`config.mk`:
```
export PLATFORM = sky130hd
export DESIGN_NAME = fc_layer_sequencer
export DESIGN_NICKNAME = d
export VERILOG_FILES = /design/src/rtl/fc_layer_sequencer.sv
export SDC_FILE = /design/constraint.sdc
export NUM_CORES = 1
export LEC_CHECK = 0
export BUFFER_PORTS_ARGS = -buffer_cell sky130_fd_sc_hd__buf_2
export CAP_MARGIN = 40
export CORE_MARGIN = 4
export CORE_UTILIZATION = 57
export DETAILED_ROUTE_END_ITERATION = 12
export GPL_ROUTABILITY_DRIVEN = 0
export PLACE_DENSITY = 0.74
export SLEW_MARGIN = 0
export SYNTH_ARGS = -nofsm -noshare
export SYNTH_HDL_FRONTEND = slang
export SYNTH_SLANG_ARGS = --single-unit
```
`constraint.sdc`:
```
create_clock -name clk_i -period 2.9 [get_ports clk_i]
set_input_delay 0.58 -clock clk_i [delete_from_list [all_inputs] [get_ports clk_i]]
set_output_delay 0.58 -clock clk_i [all_outputs]
set_load 0.01 [all_outputs]
```
`src/rtl/fc_layer_sequencer.sv`:
```
// Address/control sequencer for up to four back-to-back dense layers sharing one MAC.
// Optional macro FC_SEQ_RELU_EN: flag ReLU on every write except the final layer's.
module fc_layer_sequencer #(
  parameter int NUM_LAYERS = 3,
  parameter int LEN0       = 256,
  parameter int LEN1       = 120,
  parameter int LEN2       = 84,
  parameter int LEN3       = 10,
  parameter int LEN4       = 0,
  parameter int COUNT_WID  = 10,
  parameter int ADDR_W     = 16,
  parameter int PIPE_LAT   = 2
) (
  input  logic                 clk_i,
  input  logic                 rst_i,
  input  logic                 start_i,
  input  logic                 stall_i,
  output logic                 busy_o,
  output logic                 done_o,
  output logic [1:0]           layer_o,
  output logic                 bias_re_o,
  output logic [ADDR_W-1:0]    bias_addr_o,
  output logic                 weight_re_o,
  output logic [ADDR_W-1:0]    weight_addr_o,
  output logic                 in_re_o,
  output logic [COUNT_WID-1:0] in_addr_o,
  output logic                 in_ext_o,
  output logic                 rd_bank_o,
  output logic                 wr_bank_o,
  output logic                 acc_clr_o,
  output logic                 mac_en_o,
  output logic                 out_we_o,
  output logic [COUNT_WID-1:0] out_addr_o,
  output logic                 relu_en_o
);

  localparam int                   DW     = (PIPE_LAT < 2) ? 1 : $clog2(PIPE_LAT);
  localparam logic [1:0]           LAST_L = 2'(NUM_LAYERS - 1);
  localparam logic [COUNT_WID-1:0] C_ONE  = COUNT_WID'(1);

  typedef enum logic [2:0] {
    S_IDLE, S_BIAS, S_MAC, S_DRAIN, S_WRITE, S_NEXT, S_DONE
  } state_e;

  state_e               state_q, state_d;
  logic [1:0]           layer_q, layer_d;
  logic [COUNT_WID-1:0] row_q, row_d, col_q, col_d;
  logic [ADDR_W-1:0]    wptr_q, wptr_d, bbase_q, bbase_d;
  logic [DW-1:0]        drain_q, drain_d;

  // Registered outputs
  logic                 busy_q, busy_d, done_q, done_d;
  logic [1:0]           lyr_q, lyr_d;
  logic                 bias_re_q, bias_re_d, wre_q, wre_d, in_re_q, in_re_d;
  logic [ADDR_W-1:0]    baddr_q, baddr_d, waddr_q, waddr_d;
  logic [COUNT_WID-1:0] iaddr_q, iaddr_d, oaddr_q, oaddr_d;
  logic                 ext_q, ext_d, rdb_q, rdb_d, wrb_q, wrb_d;
  logic                 mac_en_q, mac_en_d, we_q, we_d, relu_q, relu_d;

  logic [COUNT_WID-1:0] in_len, out_len;
  logic                 mac_act;

  function automatic logic [COUNT_WID-1:0] len_of(input logic [2:0] k);
    case (k)
      3'd0:    len_of = COUNT_WID'(LEN0);
      3'd1:    len_of = COUNT_WID'(LEN1);
      3'd2:    len_of = COUNT_WID'(LEN2);
      3'd3:    len_of = COUNT_WID'(LEN3);
      default: len_of = COUNT_WID'(LEN4);
    endcase
  endfunction

  assign in_len  = len_of({1'b0, layer_q});
  assign out_len = len_of({1'b0, layer_q} + 3'd1);
  assign mac_act = (state_q == S_MAC) && !stall_i;

  always_comb begin
    state_d = state_q;
    layer_d = layer_q;
    row_d   = row_q;
    col_d   = col_q;
    wptr_d  = wptr_q;
    bbase_d = bbase_q;
    drain_d = drain_q;
    unique case (state_q)
      S_IDLE: begin
        layer_d = '0;
        row_d   = '0;
        col_d   = '0;
        wptr_d  = '0;
        bbase_d = '0;
        drain_d = '0;
        if (start_i) state_d = S_BIAS;
      end
      S_BIAS: begin
        drain_d = '0;
        state_d = S_MAC;
      end
      S_MAC: begin
        if (!stall_i) begin
          col_d  = col_q + C_ONE;
          wptr_d = wptr_q + ADDR_W'(1);
          if (col_q == in_len - C_ONE) state_d = S_DRAIN;
        end
      end
      S_DRAIN: begin
        drain_d = drain_q + DW'(1);
        if (drain_q == DW'(PIPE_LAT - 1)) state_d = S_WRITE;
      end
      S_WRITE: begin
        if (row_q == out_len - C_ONE) begin
          state_d = S_NEXT;
        end else begin
          row_d   = row_q + C_ONE;
          col_d   = '0;
          state_d = S_BIAS;
        end
      end
      S_NEXT: begin
        row_d = '0;
        col_d = '0;
        if (layer_q == LAST_L) begin
          state_d = S_DONE;
        end else begin
          // Bias ROM is packed layer after layer; advance past this layer's rows
          layer_d = layer_q + 2'd1;
          bbase_d = bbase_q + ADDR_W'(out_len);
          state_d = S_BIAS;
        end
      end
      S_DONE:  state_d = S_IDLE;
      default: state_d = S_IDLE;
    endcase
  end

  // Outputs are the registered image of the current state/counters
  always_comb begin
    busy_d    = (state_q != S_IDLE);
    done_d    = (state_q == S_DONE);
    lyr_d     = busy_d ? layer_q : 2'd0;
    bias_re_d = (state_q == S_BIAS);
    baddr_d   = baddr_q;
    if (bias_re_d) baddr_d = bbase_q + ADDR_W'(row_q);
    wre_d     = mac_act;
    in_re_d   = mac_act;
    waddr_d   = mac_act ? wptr_q : waddr_q;
    iaddr_d   = mac_act ? col_q : iaddr_q;
    ext_d     = busy_d && (layer_q == 2'd0);
    rdb_d     = busy_d && !layer_q[0];
    wrb_d     = busy_d && layer_q[0];
    mac_en_d  = in_re_q;
    we_d      = (state_q == S_WRITE);
    oaddr_d   = we_d ? row_q : oaddr_q;
`ifdef FC_SEQ_RELU_EN
    relu_d    = we_d && (layer_q != LAST_L);
`else
    relu_d    = 1'b0;
`endif
  end

  always_ff @(posedge clk_i) begin
    if (rst_i) begin
      state_q   <= S_IDLE;
      layer_q   <= '0;
      row_q     <= '0;
      col_q     <= '0;
      wptr_q    <= '0;
      bbase_q   <= '0;
      drain_q   <= '0;
      busy_q    <= 1'b0;
      done_q    <= 1'b0;
      lyr_q     <= '0;
      bias_re_q <= 1'b0;
      baddr_q   <= '0;
      wre_q     <= 1'b0;
      waddr_q   <= '0;
      in_re_q   <= 1'b0;
      iaddr_q   <= '0;
      ext_q     <= 1'b0;
      rdb_q     <= 1'b0;
      wrb_q     <= 1'b0;
      mac_en_q  <= 1'b0;
      we_q      <= 1'b0;
      oaddr_q   <= '0;
      relu_q    <= 1'b0;
    end else begin
      state_q   <= state_d;
      layer_q   <= layer_d;
      row_q     <= row_d;
      col_q     <= col_d;
      wptr_q    <= wptr_d;
      bbase_q   <= bbase_d;
      drain_q   <= drain_d;
      busy_q    <= busy_d;
      done_q    <= done_d;
      lyr_q     <= lyr_d;
      bias_re_q <= bias_re_d;
      baddr_q   <= baddr_d;
      wre_q     <= wre_d;
      waddr_q   <= waddr_d;
      in_re_q   <= in_re_d;
      iaddr_q   <= iaddr_d;
      ext_q     <= ext_d;
      rdb_q     <= rdb_d;
      wrb_q     <= wrb_d;
      mac_en_q  <= mac_en_d;
      we_q      <= we_d;
      oaddr_q   <= oaddr_d;
      relu_q    <= relu_d;
    end
  end

  assign busy_o        = busy_q;
  assign done_o        = done_q;
  assign layer_o       = lyr_q;
  assign bias_re_o     = bias_re_q;
  assign acc_clr_o     = bias_re_q;
  assign bias_addr_o   = baddr_q;
  assign weight_re_o   = wre_q;
  assign weight_addr_o = waddr_q;
  assign in_re_o       = in_re_q;
  assign in_addr_o     = iaddr_q;
  assign in_ext_o      = ext_q;
  assign rd_bank_o     = rdb_q;
  assign wr_bank_o     = wrb_q;
  assign mac_en_o      = mac_en_q;
  assign out_we_o      = we_q;
  assign out_addr_o    = oaddr_q;
  assign relu_en_o     = relu_q;

endmodule

```
==> results of run 1 <==
sequential cells by signal, indices dropped and copies added, names as in the netlist, 2 cells and up:
signal         count
bbase_q           15
in_addr_o         10
state_q            3
wptr_q            16
row_q             10
layer_q            2
out_addr_o        10
weight_addr_o     16
bias_addr_o       16
layer_o            2
col_q             10
final cells by class:
| cell class | count | area [um2] |
|---|---|---|
| Clock buffer | 19 | 441.7 |
| Fill cell | 801 | 3039 |
| Multi-Input combinational cell | 508 | 3098 |
| Clock inverter | 13 | 192.7 |
| Inverter | 9 | 33.78 |
| Tap cell | 133 | 166.4 |
| Timing Repair Buffer | 76 | 400.4 |
| Sequential cell | 120 | 2402 |
stage by stage:
stage | worst slack [ps] | instance area [um2] | util, %
6_report | 240.4 | 6735 | 68.91
2_1_floorplan | 508.4 | 5738 | -
3_5_place_dp | 268.8 | 6097 | 62.38
3_3_place_gp | 348.9 | 6097 | 62.38
5_1_grt | 64.79 | 6735 | 68.91
4_1_cts | 228.3 | 6731 | 68.87
logic make-up after synthesis:
group / count (synthesis) / synth area share, %
other: 1 / 0.06535
buffers and inverters: 48 / 4.208
xor gates and xnor gates: 50 / 7.632
AOI/OAI and AO/OA: 133 / 15.35
adders and majority gates: 27 / 5.997
DFF: 120 / 41.87
muxes: 2 / 0.3489
and+or+nand+nor: 295 / 24.53
worst paths after layout:
path,startpoint,depth (start not counted),end,slack [ps]
min reg2reg,weight_addr_o[4],2,weight_addr_o[4],450
max,layer_q[0],8,col_q[1],240
max reg2reg,layer_q[0],8,col_q[1],240
min,rst_i,2,bbase_q[5],430
synth_stat cells, types with 6 or more instances:
cell | number | area share, %
a22oi_1 | 6 | 0.78
clkbuf_1 | 20 | 1.3
o21ai_0 | 14 | 1.2
and3_1 | 14 | 1.5
nand2_1 | 114 | 7.5
xnor2_1 | 16 | 2.4
nand3_1 | 18 | 1.6
inv_1 | 8 | 0.52
nand4_1 | 9 | 0.98
nor2_1 | 76 | 5.0
a21oi_1 | 64 | 5.6
nor2b_1 | 8 | 0.87
xor2_1 | 34 | 5.2
ha_1 | 25 | 5.5
buf_2 | 10 | 0.87
a21o_1 | 6 | 0.78
dfxtp_1 | 120 | 42
a211oi_1 | 6 | 0.78
nand2b_1 | 8 | 0.87
timing repair:
item                                    4_1_cts  5_1_grt
hold buffers                                  0        0
gates resized for setup                       0        1
endpoints found under the setup margin        0        2
power breakdown:
group | switching [mW] | internal [mW]
registers | 0.0248 | 1.67
clock network | 0.793 | 1.45
logic | 0.159 | 0.0632
per-layer routing:
metal / vias up / track usage, % / part of all wire, %
met2: 97 / 39.74 / 47
met3: 24 / 4.716 / 3.5
li1: 2446 / - / -
met4: 0 / 10.46 / 2.0
met1: 2263 / 30.57 / 48
met5: - / 0 / 0
==> reports/metrics.cfg, run 1 <==
[run_status]
status=completed

[yosys]
synthArstFlopShare_pct=0
netlist_instances=676
synth-edff-count=0
syn_avg_cell_area_um2=8.488
synthFlopType=dfxtp_1
yosysSeqAreaShare_pct=41.87
yosysWarningCount=0
ys_ff_latch=120
synth_area_mm2=0.005738
synth_nets=706
yosysUniqueCellTypes=72

[global_routing]
grt_pass1_wl_um=22060
antenna_found_initial=0
globalRouteTotalUtil_pct=24.03
grt_pass1_vias=4636
grt_max_degree=35
overflow=0

[sta]
slew_headroom_pct=41.35
setup_viol=0
worst_slew_pin_slew_ps=879.8
timing.setup.tns_ps=0
hold_slack_ps=425.6
maxSlewViolCount=0
hold_viol=0
skew_ps=7.824
fmaxAchievable_mhz=376.0
period_needed_ps=2660
grt_setup_unrepaired=no
period_share_pct=91.71

[clocking]
cts_setup_buffers=0
cts-root-buf=clkbuf_8
insertion_delay_ps=530
htree_num_levels=4
cts_sinks=120
clock_path_buffers=2
cts.clk_slew.worst_paths_ps=60
cts_tree=yes
cts_buffers=17

[critical_path]
slowest_delay_ps=610
required_ps=3310
crit_path_end_kind=flop
critPathTopFamily=simple AND/OR/NAND/NOR gates
path_cells=inv_1, ha_1, nor3b_1, o221ai_2, or3_1, nand2_2, mux2i_1, nor2_1
path_class=flop to flop
cp.arrival_ps=3070
path_buf_inv=1
slowest_stage=or3_1
cp-start-kind=flop
path_max_fanout=12

[power_and_ir_drop]
p_total_mw=4.161
power.density_mw_per_mm2=617.9
max-vdd-ir-drop_mv=0.3578
p_leak_nw=2.792

[routing]
routed_wl_um=13530
vias=4830
vias_per_cell=5.501
detail_route.wl_per_cell_um=15.41
drc=0
first_iter_violations=244
ant_nets=0
firstDrtPassIters=4

[die]
start_util_pct=58.70
core-area_mm2=0.009774
die_height_um=108.3
die-width_um=108.3
rows=36
die-area_mm2=0.01174
ios=70

[final_layout]
synthToLayoutAreaGrowth_pct=17.38
antenna_cells=0
final_cell_mix=dfxtp_1 (120), nand2_1 (114), nor2_1 (76)
drive_above_1_share_pct=16.64
stdcell_count=878
final_common_cell=dfxtp_1
nNetsFinal=762

[min_path]
hold_path.class=input port to flop

[placement]
placed_cells=846
dp_hpwl_um=9423
portBuffers=68

[flow_run]
maxCapViolCount=0

(Power assumes the default switching activity.)
==> inputs of run 2 (changes only) <==
--- a/config.mk
+++ b/config.mk
@@ -5,6 +5,7 @@
 export SDC_FILE = /design/constraint.sdc
 export NUM_CORES = 1
 export LEC_CHECK = 0
+export ABC_CLOCK_PERIOD_IN_PS = 2700
 export BUFFER_PORTS_ARGS = -buffer_cell sky130_fd_sc_hd__buf_2
 export CAP_MARGIN = 40
 export CORE_MARGIN = 4
==> constraint.sdc (replaced) <==
create_clock -name clk_i -period 2.7 [get_ports clk_i]
set_input_delay 0.54 -clock clk_i [delete_from_list [all_inputs] [get_ports clk_i]]
set_output_delay 0.54 -clock clk_i [all_outputs]
set_load 0.01 [all_outputs]
==> run 2 against run 1 <==
  * Maximum frequency increased by 5.0%
  * Core utilization about the same
  * Combinational power up 6%
  * Critical path depth unchanged
  * Sequential power is 8% higher
  * Clock-buffer cell count up 2
  * Clock skew barely moved
  * First-iteration DRC count rose by 32%
  * Register-to-register slack lost 70 ps
  * Die area is the same
  * Flip-flop and latch count did not move
  * Largest power group unchanged
==> reports/metrics.cfg, run 2 (synthesized netlist as in run 1, its figures left out) <==
[routing]
routed_wl_um=13750  ; +1.6%
vias_per_cell=5.642  ; +2.6%
firstDrtPassIters=5  ; +1
vias=4976  ; +3.0%
drc=0  ; unchanged
ant_nets=0  ; unchanged
first_iter_violations=321  ; +32%
detail_route.wl_per_cell_um=15.59  ; +1.2%

[sta]
skew_ps=7.886  ; +0.06157 ps
timing.final.ws_setup_ps=166.1  ; -74.24 ps
timing.setup.tns_ps=0  ; unchanged
period_share_pct=93.85  ; +2.1 points
worst_slew_pin_slew_ps=870.2  ; -9.591 ps
hold_slack_ps=450.8  ; +25.22 ps
fmaxAchievable_mhz=394.7  ; +5.0%
period_needed_ps=2534  ; -125.8 ps
setup_viol=0  ; unchanged
maxSlewViolCount=0  ; unchanged
grt_setup_unrepaired=no
hold_viol=0  ; unchanged
slew_headroom_pct=41.99  ; +0.64 points

[power_and_ir_drop]
p_leak_nw=2.795  ; +0.10%
max-vdd-ir-drop_mv=0.3608  ; +0.85%
power.density_mw_per_mm2=643.3  ; +4.1%

[die]
core-area_mm2=0.009774  ; unchanged
die-area_mm2=0.01174  ; unchanged
die_height_um=108.3  ; unchanged
rows=36  ; unchanged
start_util_pct=58.70  ; unchanged
die-width_um=108.3  ; unchanged
ios=70  ; unchanged

[clocking]
cts_sinks=120  ; unchanged
htree_num_levels=4  ; unchanged
insertion_delay_ps=520  ; about the same
cts_buffers=17  ; unchanged
cts.clk_slew.worst_paths_ps=60  ; about the same
cts_tree=yes
clock_path_buffers=2  ; unchanged
cts_resized=0  ; unchanged
cts_hold_buf=0  ; unchanged
cts_setup_buffers=0  ; unchanged
cts-root-buf=clkbuf_8

[critical_path]
slowest_delay_ps=620  ; about the same
path_class=flop to flop
cp.arrival_ps=2930  ; -140 ps
required_ps=3100  ; -210 ps
cp-start-kind=flop
path_max_fanout=12  ; unchanged
path_cells=inv_1, ha_1, nor3b_1, o221ai_2, or3_1, nand4_1, xor2_1, nor2_1
crit_path_end_kind=flop
slowest_stage=or3_1
critPathTopFamily=simple AND/OR/NAND/NOR gates
path_buf_inv=1  ; unchanged

[global_routing]
antenna_found_initial=0  ; unchanged
grt_max_degree=38  ; +8.6%
grt_pass1_vias=5063  ; +9.2%
overflow=0  ; unchanged
globalRouteTotalUtil_pct=24.65  ; +0.62 points
grt_pass1_wl_um=23070  ; +4.6%

[final_layout]
stdcell_count=882  ; +0.46%
synthToLayoutAreaGrowth_pct=17.34  ; about the same
final_cell_mix=dfxtp_1 (120), nand2_1 (114), nor2_1 (76)
final_common_cell=dfxtp_1
antenna_cells=0  ; unchanged
nFillCells=797  ; -0.50%
nNetsFinal=766  ; +0.52%
drive_above_1_share_pct=16.82  ; +0.18 points

[placement]
placed_cells=850  ; +0.47%
dp_hpwl_um=9710  ; +3.0%
portBuffers=68  ; unchanged
pre_cts_slack_ps=243.2  ; -25.59 ps

[flow_run]
maxCapViolCount=0  ; unchanged

[min_path]
hold_path.class=flop to flop

[run_status]
status=completed

## run 2: per-layer routing
metal | wire [um] | global-route usage, % | part of all wire, %
met1 | 6113 | 29.25 | 44
met2 | 6628 | 41.52 | 48
met3 | 600 | 6.269 | 4.4
met4 | 407 | 12.08 | 3.0
met5 | 0 | 0 | 0
## run 2: stage by stage
stage	cell area (um2)	total power [mW]	util [%]
floorplan	5738	2.034	-
global placement	6127	2.087	62.69
detailed placement	6127	2.093	62.69
CTS	6733	4.354	68.88
global route	6733	4.472	68.88
finish	6733	4.331	68.88
## run 2: path summary, 6_finish.rpt
path	start	endpoint	slack, ps	depth (start not counted)
min reg2reg	weight_addr_o[9]	weight_addr_o[9]	450	2
max	layer_q[1]	row_q[9]	170	8
max reg2reg	layer_q[1]	row_q[9]	170	8
min	weight_addr_o[9]	weight_addr_o[9]	450	2
## run 2: power by group
group | switching [mW] | internal (mW) | leakage [nW] | total, mW
Sequential | 0.0301 | 1.79 | 0.968 | 1.82
Clock | 0.795 | 1.48 | 0.294 | 2.27
Combinational | 0.170 | 0.0659 | 1.53 | 0.236
## run 2: final cells by class
| cell class | count | area [um2] | share of cell area (%) |
|---|---|---|---|
| clock buffers | 21 | 459.2 | 6.820 |
| well taps | 133 | 166.4 | 2.472 |
| repair buffers | 80 | 430.4 | 6.393 |
| inverters | 9 | 33.78 | 0.5018 |
| multi-input cells | 508 | 3094 | 45.96 |
| flip-flops and latches | 120 | 2402 | 35.68 |
| clock inverters | 11 | 146.4 | 2.174 |
## run 2: worst min-delay path, delay by kind of cell (launching register included)
family / cells / cell delay [ps]
compound gates: 1 / 50
flops: 1 / 300
simple gates: 1 / 50
==> inputs of run 3 (changes only) <==
--- a/config.mk
+++ b/config.mk
@@ -8,11 +8,12 @@
 export ABC_CLOCK_PERIOD_IN_PS = 2700
 export BUFFER_PORTS_ARGS = -buffer_cell sky130_fd_sc_hd__buf_2
 export CAP_MARGIN = 40
-export CORE_MARGIN = 4
+export CORE_MARGIN = 3
 export CORE_UTILIZATION = 57
 export DETAILED_ROUTE_END_ITERATION = 12
 export GPL_ROUTABILITY_DRIVEN = 0
 export PLACE_DENSITY = 0.74
+export SKIP_LAST_GASP = 1
 export SLEW_MARGIN = 0
 export SYNTH_ARGS = -nofsm -noshare
 export SYNTH_HDL_FRONTEND = slang
==> run 3 against run 2 <==
  * Die area fell by 3.7%
  * Final cell count down 0.34%
  * Non-clock buffer count rose by 1
  * Sequential power barely moved
  * Total power down 1.3%
  * Critical endpoint is now bbase_q[12]
  * Largest power group unchanged
==> reports/metrics.cfg, run 3 (synthesized netlist as in run 1, its figures left out) <==
[power_and_ir_drop]
switchingPower_mw=1.084  ; +8.9%
power.density_mw_per_mm2=635.9  ; -1.2%
seqPwrFrac_pct=42.6  ; +0.5 points
p_sw_share_pct=25.34  ; +2.4 points
power_frac_clock_pct=51.9  ; -0.6 points
p_leak_nw=2.790  ; -0.15%
p_int_mw=3.192  ; -4.3%
combPwrFrac_pct=5.4  ; about the same
max-vdd-ir-drop_mv=0.4933  ; +37%

[min_path]
hold_path.class=flop to flop
min_path_cells=2  ; unchanged

[critical_path]
crit_path_end_kind=flop
cp-start-kind=flop
path_cells=inv_1, buf_4, ha_1, ha_1, maj3_2, o311a_1, o211ai_1, xor2_1, nor2_1
path_max_fanout=6  ; -6
path_class=flop to flop
cp.arrival_ps=2880  ; -50 ps
ff2ff_path_depth=9  ; +1
required_ps=3090  ; about the same
slowest_delay_ps=400  ; -220 ps
slowest_stage=o311a_1
path_common_cell=ha_1

[clocking]
cts-root-buf=clkbuf_8
clock_path_buffers=2  ; unchanged
cts_sinks=120  ; unchanged
insertion_delay_ps=510  ; about the same
cts_tree=yes
htree_num_levels=4  ; unchanged
cts.clk_slew.worst_paths_ps=60  ; about the same
cts_buffers=17  ; unchanged

[global_routing]
grtUsageMet1_pct=31.93  ; +2.7 points
grt_max_degree=38  ; unchanged
globalRouteTotalUtil_pct=25.26  ; +0.60 points
grt_pass1_wl_um=23380  ; +1.3%
grtUsageMet2_pct=42.90  ; +1.4 points
gr-max-usage-layer=met2
antenna_found_initial=0  ; unchanged
met3_usage_pct=4.493  ; -1.8 points
grt_pass1_vias=4862  ; -4.0%
overflow=0  ; unchanged

[die]
die-area_mm2=0.01131  ; -3.7%
core-area_mm2=0.009503  ; -2.8%
rows=35  ; -2.8%
ios=70  ; unchanged
die_height_um=106.3  ; -1.8%
start_util_pct=60.38  ; +1.7 points
die-width_um=106.3  ; -1.8%

[final_layout]
nNetsFinal=767  ; +0.13%
synthToLayoutAreaGrowth_pct=17.18
antenna_cells=0  ; unchanged
stdcell_count=879  ; -0.34%
final_common_cell=dfxtp_1
nFillCells=736  ; -7.7%
postLayoutCoreUtil_pct=70.76  ; +1.9 points
final_cell_mix=dfxtp_1 (120), nand2_1 (114), nor2_1 (76)
drive_above_1_share_pct=17.47  ; +0.64 points

[routing]
drc=0  ; unchanged
routed_wl_um=13630  ; -0.87%
first_iter_violations=255  ; -21%
firstDrtPassIters=6  ; +1
detail_route.wl_per_cell_um=15.51  ; -0.53%
vias_per_cell=5.618  ; -0.42%
ant_nets=0  ; unchanged
vias=4938  ; -0.76%

[sta]
maxSlewViolCount=0  ; unchanged
hold_slack_ps=450.1  ; -0.6500 ps
fmaxAchievable_mhz=402.0  ; +1.9%
grt_setup_unrepaired=no
slew_headroom_pct=44.26  ; +2.3 points
period_share_pct=92.13  ; -1.7 points
period_needed_ps=2488  ; -46.26 ps
hold_viol=0  ; unchanged
skew_ps=7.964  ; +0.07838 ps
timing.setup.tns_ps=0  ; unchanged
setup_viol=0  ; unchanged
worst_slew_pin_slew_ps=836.2  ; -34.07 ps

[placement]
dp_hpwl_um=9450  ; -2.7%
portBuffers=68  ; unchanged
placed_cells=846  ; -0.47%

[flow_run]
maxCapViolCount=0  ; unchanged

[run_status]
status=completed

## run 3: cell types whose count changed in the layout (fill, tap and decap cells not counted), sizes merged
| cell | previous run | this run |
|---|---|---|
| clkbuf | 21 | 17 |
| buf | 80 | 81 |
| inv | 8 | 14 |
| clkinv | 7 | 6 |
| bufinv | 3 | 2 |
## run 3: area by class of cell
cell class / instances / area, um2 / area share [%]
Sequential cell: 120 / 2402 / 35.73
Timing Repair Buffer: 81 / 437.9 / 6.513
Clock buffer: 17 / 414.1 / 6.159
Tap cell: 129 / 161.4 / 2.400
Clock inverter: 15 / 166.4 / 2.475
Inverter: 9 / 33.78 / 0.5024
Multi-Input combinational cell: 508 / 3108 / 46.22
## run 3: path summary, 6_finish.rpt
kind	startpoint	endpoint	slack, ps
worst max-delay path	layer_q[0]	bbase_q[12]	210
worst min-delay path	weight_addr_o[7]	weight_addr_o[7]	450
worst max register to register	layer_q[0]	bbase_q[12]	210
worst min register to register	weight_addr_o[7]	weight_addr_o[7]	450
## run 3: what timing repair did
item / CTS / global route
resized for setup: 0 / 3
hold buffers: 0 / 0
setup endpoints to repair: 0 / 11
setup buffers: 0 / 1
## run 3: metal layers
layer / routed length [um] / up-vias
met5: 0 / -
met4: 278 / 0
met3: 635 / 27
met2: 6513 / 130
met1: 6204 / 2327
li1: - / 2454
## run 3: through the flow
stage	setup WS, ps	total power [mW]	area [um2]
6_report	212.4	4.275	6724
5_1_grt	14.99	4.404	6724
4_1_cts	134.2	4.292	6703
3_5_place_dp	169.4	2.090	6122
3_3_place_gp	313.9	2.084	6122
2_1_floorplan	308.4	2.034	5738
## run 3: critical path: cells and delay by family, from the launching register on
family          cells  cell delay, ps
buf+inv             2             270
simple gates        1              70
compound gates      2             630
xor+xnor            1             200
flops               1             340
fa+ha+maj           3             870
## run 3: power groups by stage
| stage | combinational, mW | clock (mW) | sequential [mW] |
|---|---|---|---|
| 3_3_place_gp | 0.225 | 0 | 1.86 |
| 6_report | 0.233 | 2.22 | 1.82 |
| 5_1_grt | 0.259 | 2.32 | 1.83 |
| 3_5_place_dp | 0.230 | 0 | 1.86 |
| 4_1_cts | 0.232 | 2.24 | 1.82 |
| 2_1_floorplan | 0.185 | 0 | 1.85 |
